**config.mk**
```make
export PLATFORM = sky130hd
export DESIGN_NAME = axi_4_stream_writer
export DESIGN_NICKNAME = d
export VERILOG_FILES = /design/src/rtl/axi_4_stream_writer.sv
export SDC_FILE = /design/constraint.sdc
export NUM_CORES = 1
export LEC_CHECK = 0
export ABC_AREA = 1
export BUFFER_PORTS_ARGS = -buffer_cell sky130_fd_sc_hd__clkbuf_2
export CAP_MARGIN = 0
export CORE_MARGIN = 2
export CORE_UTILIZATION = 35
export DETAILED_ROUTE_END_ITERATION = 10
export PLACE_DENSITY = 0.6
export RECOVER_POWER = 50
export SKIP_LAST_GASP = 1
export SYNTH_ARGS = -nofsm -noshare
export SYNTH_HDL_FRONTEND = slang
export SYNTH_SLANG_ARGS = --single-unit
```
**constraint.sdc**
```tcl
create_clock -name aclk -period 4.9 [get_ports aclk]
set_input_delay 0.98 -clock aclk [delete_from_list [all_inputs] [get_ports aclk]]
set_output_delay 0.98 -clock aclk [all_outputs]
set_load 0.02 [all_outputs]
```
**src/rtl/axi_4_stream_writer.sv**
```systemverilog
// Captures a 32-bit sample stream into a FIFO and writes it to a ring buffer in memory
// as fixed-length AXI4 INCR bursts, one burst outstanding at a time.
module axi_4_stream_writer #(
    parameter int ADDR_WIDTH = 32,
    parameter int BURST_LEN  = 16,
    parameter int FIFO_DEPTH = 32
) (
    input  logic                  aclk,
    input  logic                  aresetn,
    input  logic                  enable,
    input  logic [ADDR_WIDTH-1:0] base_addr,
    input  logic [ADDR_WIDTH-1:0] size_bytes,
    input  logic [31:0]           s_axis_tdata,
    input  logic                  s_axis_tvalid,
    output logic                  s_axis_tready,
    output logic [ADDR_WIDTH-1:0] m_axi_awaddr,
    output logic [7:0]            m_axi_awlen,
    output logic [2:0]            m_axi_awsize,
    output logic [1:0]            m_axi_awburst,
    output logic                  m_axi_awvalid,
    input  logic                  m_axi_awready,
    output logic [31:0]           m_axi_wdata,
    output logic [3:0]            m_axi_wstrb,
    output logic                  m_axi_wlast,
    output logic                  m_axi_wvalid,
    input  logic                  m_axi_wready,
    input  logic [1:0]            m_axi_bresp,
    input  logic                  m_axi_bvalid,
    output logic                  m_axi_bready,
    output logic [ADDR_WIDTH-1:0] write_ptr,
    output logic                  overflow,
    output logic                  resp_error
);

    localparam int PTR_W  = $clog2(FIFO_DEPTH);
    localparam int CNT_W  = PTR_W + 1;
    localparam int BEAT_W = $clog2(BURST_LEN);
    localparam logic [ADDR_WIDTH-1:0] BURST_BYTES = ADDR_WIDTH'(4 * BURST_LEN);
    localparam logic [CNT_W-1:0]      FULL_CNT    = CNT_W'(FIFO_DEPTH);
    localparam logic [CNT_W-1:0]      BURST_CNT   = CNT_W'(BURST_LEN);
    localparam logic [BEAT_W-1:0]     LAST_BEAT   = BEAT_W'(BURST_LEN - 1);

    typedef enum logic [1:0] {IDLE, ADDR, DATA, RESP} state_t;

    state_t                state_q, state_d;
    logic [31:0]           mem_q [FIFO_DEPTH];
    logic [PTR_W-1:0]      wr_ptr_q, wr_ptr_d, rd_ptr_q, rd_ptr_d;
    logic [CNT_W-1:0]      count_q, count_d;
    logic [BEAT_W-1:0]     beat_q, beat_d;
    logic [ADDR_WIDTH-1:0] offset_q, offset_d, write_ptr_q, write_ptr_d;
    logic [ADDR_WIDTH-1:0] base_q, base_d, size_q, size_d, offset_next;
    logic                  enable_q, enable_d, live_q, live_d;
    logic                  overflow_q, overflow_d, resp_error_q, resp_error_d;
    logic                  enable_rise, fifo_full, push, pop, flush;

    // live_q keeps tready low during reset and for the first cycle after release
    assign enable_rise   = enable & ~enable_q;
    assign fifo_full     = (count_q == FULL_CNT);
    assign s_axis_tready = live_q & (enable ? ~fifo_full : (state_q == IDLE));
    assign push          = s_axis_tvalid & s_axis_tready & enable;
    assign pop           = (state_q == DATA) & m_axi_wready;
    assign flush         = ~enable & (state_q == IDLE);
    assign offset_next   = offset_q + BURST_BYTES;

    assign m_axi_awaddr  = base_q + offset_q;
    assign m_axi_awlen   = 8'(BURST_LEN - 1);
    assign m_axi_awsize  = 3'b010;
    assign m_axi_awburst = 2'b01;
    assign m_axi_awvalid = (state_q == ADDR);
    assign m_axi_wdata   = mem_q[rd_ptr_q];
    assign m_axi_wstrb   = 4'hF;
    assign m_axi_wvalid  = (state_q == DATA);
    assign m_axi_wlast   = (state_q == DATA) && (beat_q == LAST_BEAT);
    assign m_axi_bready  = (state_q == RESP);
    assign write_ptr     = write_ptr_q;
    assign overflow      = overflow_q;
    assign resp_error    = resp_error_q;

    always_comb begin
        state_d      = state_q;
        wr_ptr_d     = wr_ptr_q;
        rd_ptr_d     = rd_ptr_q;
        count_d      = count_q;
        beat_d       = beat_q;
        offset_d     = offset_q;
        write_ptr_d  = write_ptr_q;
        base_d       = base_q;
        size_d       = size_q;
        overflow_d   = overflow_q;
        resp_error_d = resp_error_q;
        enable_d     = enable;
        live_d       = 1'b1;

        if (flush) begin
            wr_ptr_d = '0;
            rd_ptr_d = '0;
            count_d  = '0;
        end else begin
            if (push) wr_ptr_d = wr_ptr_q + PTR_W'(1);
            if (pop)  rd_ptr_d = rd_ptr_q + PTR_W'(1);
            count_d = count_q + CNT_W'(push) - CNT_W'(pop);
        end

        case (state_q)
            IDLE: if (enable && count_q >= BURST_CNT) state_d = ADDR;
            ADDR: begin
                if (m_axi_awready) begin
                    state_d = DATA;
                    beat_d  = '0;
                end
            end
            DATA: begin
                if (m_axi_wready) begin
                    beat_d = beat_q + BEAT_W'(1);
                    if (beat_q == LAST_BEAT) state_d = RESP;
                end
            end
            RESP: begin
                if (m_axi_bvalid) begin
                    offset_d    = (offset_next == size_q) ? '0 : offset_next;
                    write_ptr_d = offset_d;
                    if (m_axi_bresp != 2'b00) resp_error_d = 1'b1;
                    state_d = IDLE;
                end
            end
            default: state_d = IDLE;
        endcase

        // A new capture session restarts the ring from its base, overriding burst bookkeeping
        if (enable_rise) begin
            base_d       = base_addr;
            size_d       = size_bytes;
            offset_d     = '0;
            write_ptr_d  = '0;
            overflow_d   = 1'b0;
            resp_error_d = 1'b0;
        end

        if (enable && s_axis_tvalid && !s_axis_tready) overflow_d = 1'b1;
    end

    always_ff @(posedge aclk or negedge aresetn) begin
        if (!aresetn) begin
            state_q      <= IDLE;
            wr_ptr_q     <= '0;
            rd_ptr_q     <= '0;
            count_q      <= '0;
            beat_q       <= '0;
            offset_q     <= '0;
            write_ptr_q  <= '0;
            base_q       <= '0;
            size_q       <= '0;
            overflow_q   <= 1'b0;
            resp_error_q <= 1'b0;
            enable_q     <= 1'b0;
            live_q       <= 1'b0;
        end else begin
            state_q      <= state_d;
            wr_ptr_q     <= wr_ptr_d;
            rd_ptr_q     <= rd_ptr_d;
            count_q      <= count_d;
            beat_q       <= beat_d;
            offset_q     <= offset_d;
            write_ptr_q  <= write_ptr_d;
            base_q       <= base_d;
            size_q       <= size_d;
            overflow_q   <= overflow_d;
            resp_error_q <= resp_error_d;
            enable_q     <= enable_d;
            live_q       <= live_d;
        end
    end

    // Sample storage needs no reset; validity is tracked by the pointers and count
    always_ff @(posedge aclk) begin
        if (push) mem_q[wr_ptr_q] <= s_axis_tdata;
    end

endmodule

```
**Yosys cells after proc, flatten, opt, wreduce, memory -nomap -nowiden**

Memories as Yosys holds them, arrays and structs flattened.
Index checks and enable logic that the tools add are counted.

- Add/subtract/negate cells: 7
- $lt $le $gt $ge: 1
- Equal/unequal tests: 11
- Muxes and demuxes: 27
- Bitwise operators: 9
- Reduce and logical (&&, ||, !) cells: 18

Operators by type and width:

| kind | count |
|---|---|
| $mux W32 | 4 |
| $add A32 B32 Y32 | 1 |
| $add A32 B7 Y32 const B | 1 |
| $eq A32 B32 Y1 | 1 |
| $mux W5 | 4 |
| $reduce_bool A2 Y1 | 8 |
| $add A5 B1 Y5 const B | 2 |
| $mux W2 | 5 |
| $mux W1 | 9 |
| $mux W4 | 2 |
| $ne A2 B1 Y1 const B | 4 |
| $pmux W2 S4 | 1 |
| $pmux W4 S2 | 1 |
| $add A6 B1 Y6 | 1 |
| $and A1 B1 Y1 | 6 |
| $eq A6 B6 Y1 const B | 1 |
| $ge A6 B5 Y1 const B | 1 |
| $mux W6 | 1 |
| $reduce_and A3 Y1 | 2 |
| $sub A6 B1 Y6 | 1 |
| $reduce_and A5 Y1 | 1 |
| $add A4 B1 Y4 const B | 1 |
| $eq A2 B2 Y1 const B | 2 |
| $eq A4 B4 Y1 const B | 1 |
| 7 further kinds | 12 |

- Flip-flop bits (word level): 122
- Memory bits (writable): 1024
- Input bits: 105
- Output and inout bits: 120
- Logic and storage cells: 86
- Memories kept: 1

Memory list:

| name | words | width | rd ports | clocked after Yosys merged registers in | write ports | line | RTL |
|---|---|---|---|---|---|---|---|
| mem_q | 32 | 32 | 1 | 0 | 1 | 46 | `logic [31:0] mem_q [FIFO_DEPTH];` |

**Longest topological paths before layout**

Gate-level depths: netlist of the first run.

- Depth in word-level cells: 9
- Depth in mapped cells: 22
- Depth with buffers taken out: 21

**Worst setup path before layout of the first run**

Ideal clock, no wire load.

- Path type: input-to-reg
- From: input port enable
- To: memory mem_q[31][0] (enable)
- Library setup time: 463 ps
- Arrival: 4323 ps
- Path slack: 114 ps
- Cell stages on the path: 8
- Path buffers: 1
- Path through: nor2_1 inv_1 nand2_1 nand2_1 inv_1 nand3_1 buf_2 nor3_1

- Longest elaborated chain between the ends: 6

RTL lines:

| what | line | RTL |
|---|---|---|
| start: declaration | 10 | `input logic enable,` |
| $mux W1 | 59 | `assign s_axis_tready = live_q & (enable ? ~fifo_full : (state_q == IDLE));` |
| $and A1 B1 Y1 | 59 |  |
| via s_axis_tready | 15 | `output logic s_axis_tready,` |
| $and A1 B1 Y1 (2 in a row) | 60 | `assign push = s_axis_tvalid & s_axis_tready & enable;` |
| $mux W1 | 176 | `if (push) mem_q[wr_ptr_q] <= s_axis_tdata;` |
| $mux W1 (implied by the code) | 176 |  |
| end: declaration | 46 |  |

The timed path passes the listed nets, and every way through them passes these cells.

**Worst setup path after layout of the first run**

- From: register rd_ptr_q[0]
- To: output port m_axi_wdata[3]

- Longest elaborated chain between the ends: 1

RTL lines:

| what | line | RTL |
|---|---|---|
| start: declaration | 47 | `logic [PTR_W-1:0] wr_ptr_q, wr_ptr_d, rd_ptr_q, rd_ptr_d;` |
| start signal: assignment | 160 | `rd_ptr_q <= rd_ptr_d;` |
| $mem_v2 Z32 W32 | n/a |  |
| end: declaration | 22 | `output logic [31:0] m_axi_wdata,` |

No other way between the ends.

==> impl_metrics.ini, run 1 <==
[clock_tree]
cts_tree = built
hold_buffers = 0
clockRootBuffer = clkbuf_16
cts_made_buffers = 114
cts-htree-levels = 3
insertion_delay_ns = 0.77
post_cts_buffers = 0
cts_max_path_buffers = 3
cts_repair_resize_count = 0
numClockSinks = 1140
clk_pin_slew_ns = 0.07

[logic_synthesis]
synth_top_cell_by_area = edfxtp_1
synth_area_sq_um = 47200
yosys.area.top_type_share = 0.651
synth-seq-cells = 1140
netlist_top_cells_area = edfxtp_1 65%, o21ai_0 6.3%, dfrtp_1 6.1%
async_reset_ff_frac = 0.102
ys_seq_area_frac = 0.712
synthDistinctLibCells = 48
synth_edf_count = 1024
avgSynthCellArea_sq_um = 12.0
yosysWarnings = 0
yosys_most_used_dff = edfxtp_1
syn_inst = 3944

[grt]
grt_overflow = 0
grt_pass1_vias = 30400
grt_pass1_wl_mm = 204
antenna_found_initial = 23
grt_max_degree = 210
grt.total_usage = 0.199

[route]
wire_per_inst_um = 23.3
drt-total-wl_mm = 139
firstDrtPassIters = 5
vias = 32300
drtIter0Drc = 3750
vias_per_cell = 5.40
ant_nets = 0
drcViolationCount = 0

[outcome]
run_status = complete, but fails checks
violations = max-capacitance violations, max-slew violations

[power]
power_density_nw_per_um2 = 534
ir_drop_mv = 0.495
p_leak_nw = 18.7

[finish]
fin_nets = 4266
syn_to_final_growth_pct = 15.1
nFillCells = 12600
layout.cells.non_filler = 5980
final_core_util = 0.406
final_common_cell = edfxtp_1
drive_above_1_share = 0.118
final_cell_mix = 1024 x edfxtp_1, 606 x nor2_1, 594 x o21ai_0, 517 x nand2_1, 169 x clkbuf_2

[placed_design]
hpwl_mm = 78.3
dp.cells = 5766
gp_congestion = 0.868
port_buffers = 201

[timing]
fin_setup_tns_ns = 0
max_slew_margin = -0.974
fin_crit_sh = 0.947
hold_violations = 0
slew_viol_final = 215
max_freq_mhz = 216
finalClockSkew_ns = 0.0687
fin_crit_ns = 4.64
setup_viol = 0
grt_setup_unrepaired = false
tightest_slew_ns = 2.96

[floorplan]
ios = 225
die_area_sq_um = 138000
initial_utilization = 0.353
die_y_um = 371
die_w_um = 371
rows = 134
core_area_sq_um = 134000

[critical_path]
crit_path_start_kind = register
crit_fanout = 141
cp.arrival_ns = 3.66
crit_type = reg2out
cp-end-kind = primary output
cp.required_ns = 3.92

[min_path]
hold_class = in2reg

[job]
max_cap_violations = 7
==> routing by layer <==
| layer | global-route usage | vias up | routed length (um) |
|---|---|---|---|
| met1 | 0.279 | 16100 | 60100 |
| li1 | - | 14600 | - |
| met5 | 0 | - | 90 |
| met4 | 0.0555 | 14 | 3410 |
| met2 | 0.317 | 1386 | 64800 |
| met3 | 0.0351 | 220 | 11000 |
==> worst max-delay path, cell delays in order, from the launching register on <==
cell and delay, ns:
dfrtp_1 0.50, inv_8 0.65, buf_4 0.48, o21ai_0 0.13
o22ai_1 0.13, nand2_1 0.09, nand4_1 0.15, o21ai_0 0.31
inv_1 0.21, clkbuf_2 0.19
==> stage by stage <==
stage | worst slack [ns] | hold slack [ns] | total power [W] | instance area [sq um]
after floorplan | 0.114 | 0.440 | 0.0169 | 47300
after global placement | 0.834 | 0.456 | 0.0203 | 50700
after detailed placement | 0.837 | 0.462 | 0.0204 | 50700
after CTS | 0.220 | 0.301 | 0.0291 | 54400
after global routing | 0.0962 | 0.429 | 0.0304 | 54400
final | 0.262 | 0.464 | 0.0290 | 54400
==> registers in the layout, indices dropped and copies added, names as in the netlist <==
register,count
resp_error,1
rd_ptr_q,5
write_ptr,26
beat_q,4
mem_q,1024
wr_ptr_q,5
size_q,32
live_q,1
state_q,2
count_q,6
enable_q,1
base_q,32
overflow,1
==> cell type report <==
cell class | count | area (sq um) | area share
multi-input combinational | 2424 | 12300 | 0.226
antenna | 2 | 5.00 | 0.0000920
sequential | 1140 | 33700 | 0.619
timing repair buffer | 294 | 1930 | 0.0355
clock buffer | 132 | 2920 | 0.0537
inverter | 140 | 541 | 0.00994
clock inverter | 80 | 818 | 0.0151
tap | 1768 | 2210 | 0.0407
==> synthesized netlist by cell type (all sizes together) (3+ instances only) <==
master / count
inv: 137
xor2: 28
buf: 47
edfxtp: 1024
o21bai: 7
clkbuf: 214
o21ai: 594
o211ai: 33
nand4: 43
nand2: 530
dfrtp: 116
clkinv: 3
o221ai: 98
xnor2: 9
o21a: 3
a21oi: 46
o22ai: 158
nand3: 129
nor2: 644
ha: 46
nor3: 14
==> logic make-up (layout without fill, tap and decap cells) <==
kind of cell    Yosys count  in the layout  share of synthesized area
compound gates          950            950                      0.116
xor+xnor                 39             39                    0.00794
fa+ha+maj                47             47                     0.0126
buf+inv                 402            646                     0.0346
flops                  1140           1140                      0.712
other cells               2             26                   0.000159
simple gates           1364           1364                      0.117
==> worst paths after layout <==
kind,startpoint,to,slack [ns],cells past startpoint
setup / recovery,rd_ptr_q[0],m_axi_wdata[3],0.26,9
hold / removal,base_addr[24],base_q[24],0.46,3
setup reg to reg,state_q[1],mem_q[5][16],1.22,15
hold reg to reg,base_q[5],base_q[5],0.47,2
max in group asynchronous,aresetn,size_q[2],1.99,1
min in group asynchronous,aresetn,size_q[13],1.23,1
==> power breakdown <==
group	leakage [nW]	internal (W)	switching (W)
logic	6.24	0.00260	0.00665
clock network	1.81	0.00492	0.00388
registers	10.7	0.0108	0.000152
total	18.7	0.0183	0.0107
Power figures use the tool's default switching activity.
==> run 2, diff against run 1 <==
Settings changed: BUFFER_PORTS_ARGS -buffer_cell sky130_fd_sc_hd__clkbuf_2 to -buffer_cell sky130_fd_sc_hd__buf_2.
==> impl_metrics.ini, run 2 (same netlist as run 1, synthesis figures left out) <==
[outcome]
run_status = complete, but fails checks
violations = max-capacitance violations, max-slew violations

[timing]
setup_ws_ns = 0.0850
finalClockSkew_ns = 0.0655
fin_crit_ns = 4.81
fin_crit_sh = 0.983
slew_viol_final = 198
max_freq_mhz = 208
max_slew_margin = -1.69
hold_violations = 0
tightest_slew_ns = 4.04
setup_viol = 0

[min_path]
whs_path_depth = 2
hold_class = reg2reg

[clock_tree]
clockRootBuffer = clkbuf_16
cts-htree-levels = 3
cts_repair_resize_count = 0
insertion_delay_ns = 0.75
numClockSinks = 1140
cts_max_path_buffers = 3
clk_pin_slew_ns = 0.06
cts_made_buffers = 114
hold_buffers = 0
cts_tree = built
post_cts_buffers = 0

[floorplan]
die_area_sq_um = 138000
ios = 225
die_y_um = 371
core_area_sq_um = 134000
rows = 134
die_w_um = 371
initial_utilization = 0.353

[power]
p_int_w = 0.0182
p_clk_frac = 0.296
switching_share = 0.368
seq_power_share = 0.384
p_sw_w = 0.0106
power_density_nw_per_um2 = 529
p_leak_nw = 18.8
combPwrFrac = 0.320
ir_drop_mv = 0.495

[grt]
grt_pass1_wl_mm = 205
grt_overflow = 0
antenna_found_initial = 20
grt_max_degree = 202
grt_pass1_vias = 30500
grt.total_usage = 0.201

[critical_path]
cp.arrival_ns = 3.83
worst-r2r-cell-count = 6
cp-end-kind = primary output
cp.required_ns = 3.92
crit_type = reg2out
crit_fanout = 52
crit_path_start_kind = register

[finish]
largest_reg_flops = 1024
final_core_util = 0.407
final_cell_mix = 1024 x edfxtp_1, 606 x nor2_1, 594 x o21ai_0, 517 x nand2_1, 167 x buf_2
reg_top3 = mem_q: 1024 flops, base_q: 32 flops, size_q: 32 flops
drive_above_1_share = 0.119
syn_to_final_growth_pct = 15.3
regMostFlops = mem_q
fin_nets = 4279
final_common_cell = edfxtp_1
nFillCells = 12600
layout.cells.non_filler = 5997

[route]
firstDrtPassIters = 5
vias = 32500
drt-total-wl_mm = 142
drcViolationCount = 0
wire_per_inst_um = 23.7
vias_per_cell = 5.41
ant_nets = 0
drtIter0Drc = 4002

[placed_design]
place_ws_ns = 0.903
dp.cells = 5779
gp_congestion = 0.896
port_buffers = 201
hpwl_mm = 78.5

[job]
max_cap_violations = 5
-- run 2: worst max-delay path, cell delays in order (launching register included) --
cell      delay, ns
dfrtp_4        0.92
inv_6          0.38
buf_4          0.40
o21ai_0        0.16
o221ai_1       0.15
nand3_1        0.22
nand3_1        0.10
o21ai_0        0.47
inv_1          0.09
buf_2          0.18
-- run 2: power groups by stage --
stage               sequential, W  combinational [W]  clock [W]
finish                     0.0111            0.00921    0.00853
global route               0.0111             0.0101    0.00900
CTS                        0.0111            0.00922    0.00864
detailed placement         0.0113            0.00917          0
global placement           0.0112            0.00914          0
floorplan                  0.0111            0.00580          0
-- run 2: path summary, 6_finish.rpt --
kind	slack, ns	start	to
worst max-delay path	0.09	rd_ptr_q[1]	m_axi_wdata[4]
worst min-delay path	0.47	base_q[3]	base_q[3]
worst max register to register	1.36	enable_q	write_ptr[6]
worst min register to register	0.47	base_q[3]	base_q[3]
max in group asynchronous	0.94	aresetn	base_q[16]
min in group asynchronous	1.70	aresetn	write_ptr[9]
-- run 2: through the flow --
stage	setup TNS [ns]	total power [W]	cell area (sq um)	hold WS [ns]
2_1_floorplan	0	0.0169	47300	0.440
5_1_grt	-0.00421	0.0302	54500	0.455
6_report	0	0.0288	54500	0.467
3_3_place_gp	0	0.0204	50900	0.452
3_5_place_dp	0	0.0204	50900	0.461
4_1_cts	0	0.0289	54500	0.422
-- run 2: cell type report --
type	count	area [sq um]	share of cell area
Antenna cell	2	5.00	0.0000919
Clock buffer	144	3010	0.0552
Timing Repair Buffer	307	2120	0.0389
Inverter	140	541	0.00993
Multi-Input combinational cell	2424	12300	0.226
Sequential cell	1140	33700	0.618
Clock inverter	72	622	0.0114
Tap cell	1768	2210	0.0406
-- run 2: routing by layer --
metal  up-vias  GRT usage  part of all wire
met5         -          0           0.00042
met4        10     0.0650             0.034
met3       259     0.0366             0.080
met2      1434      0.327              0.47
met1     16100      0.272              0.42
li1      14600          -                 -
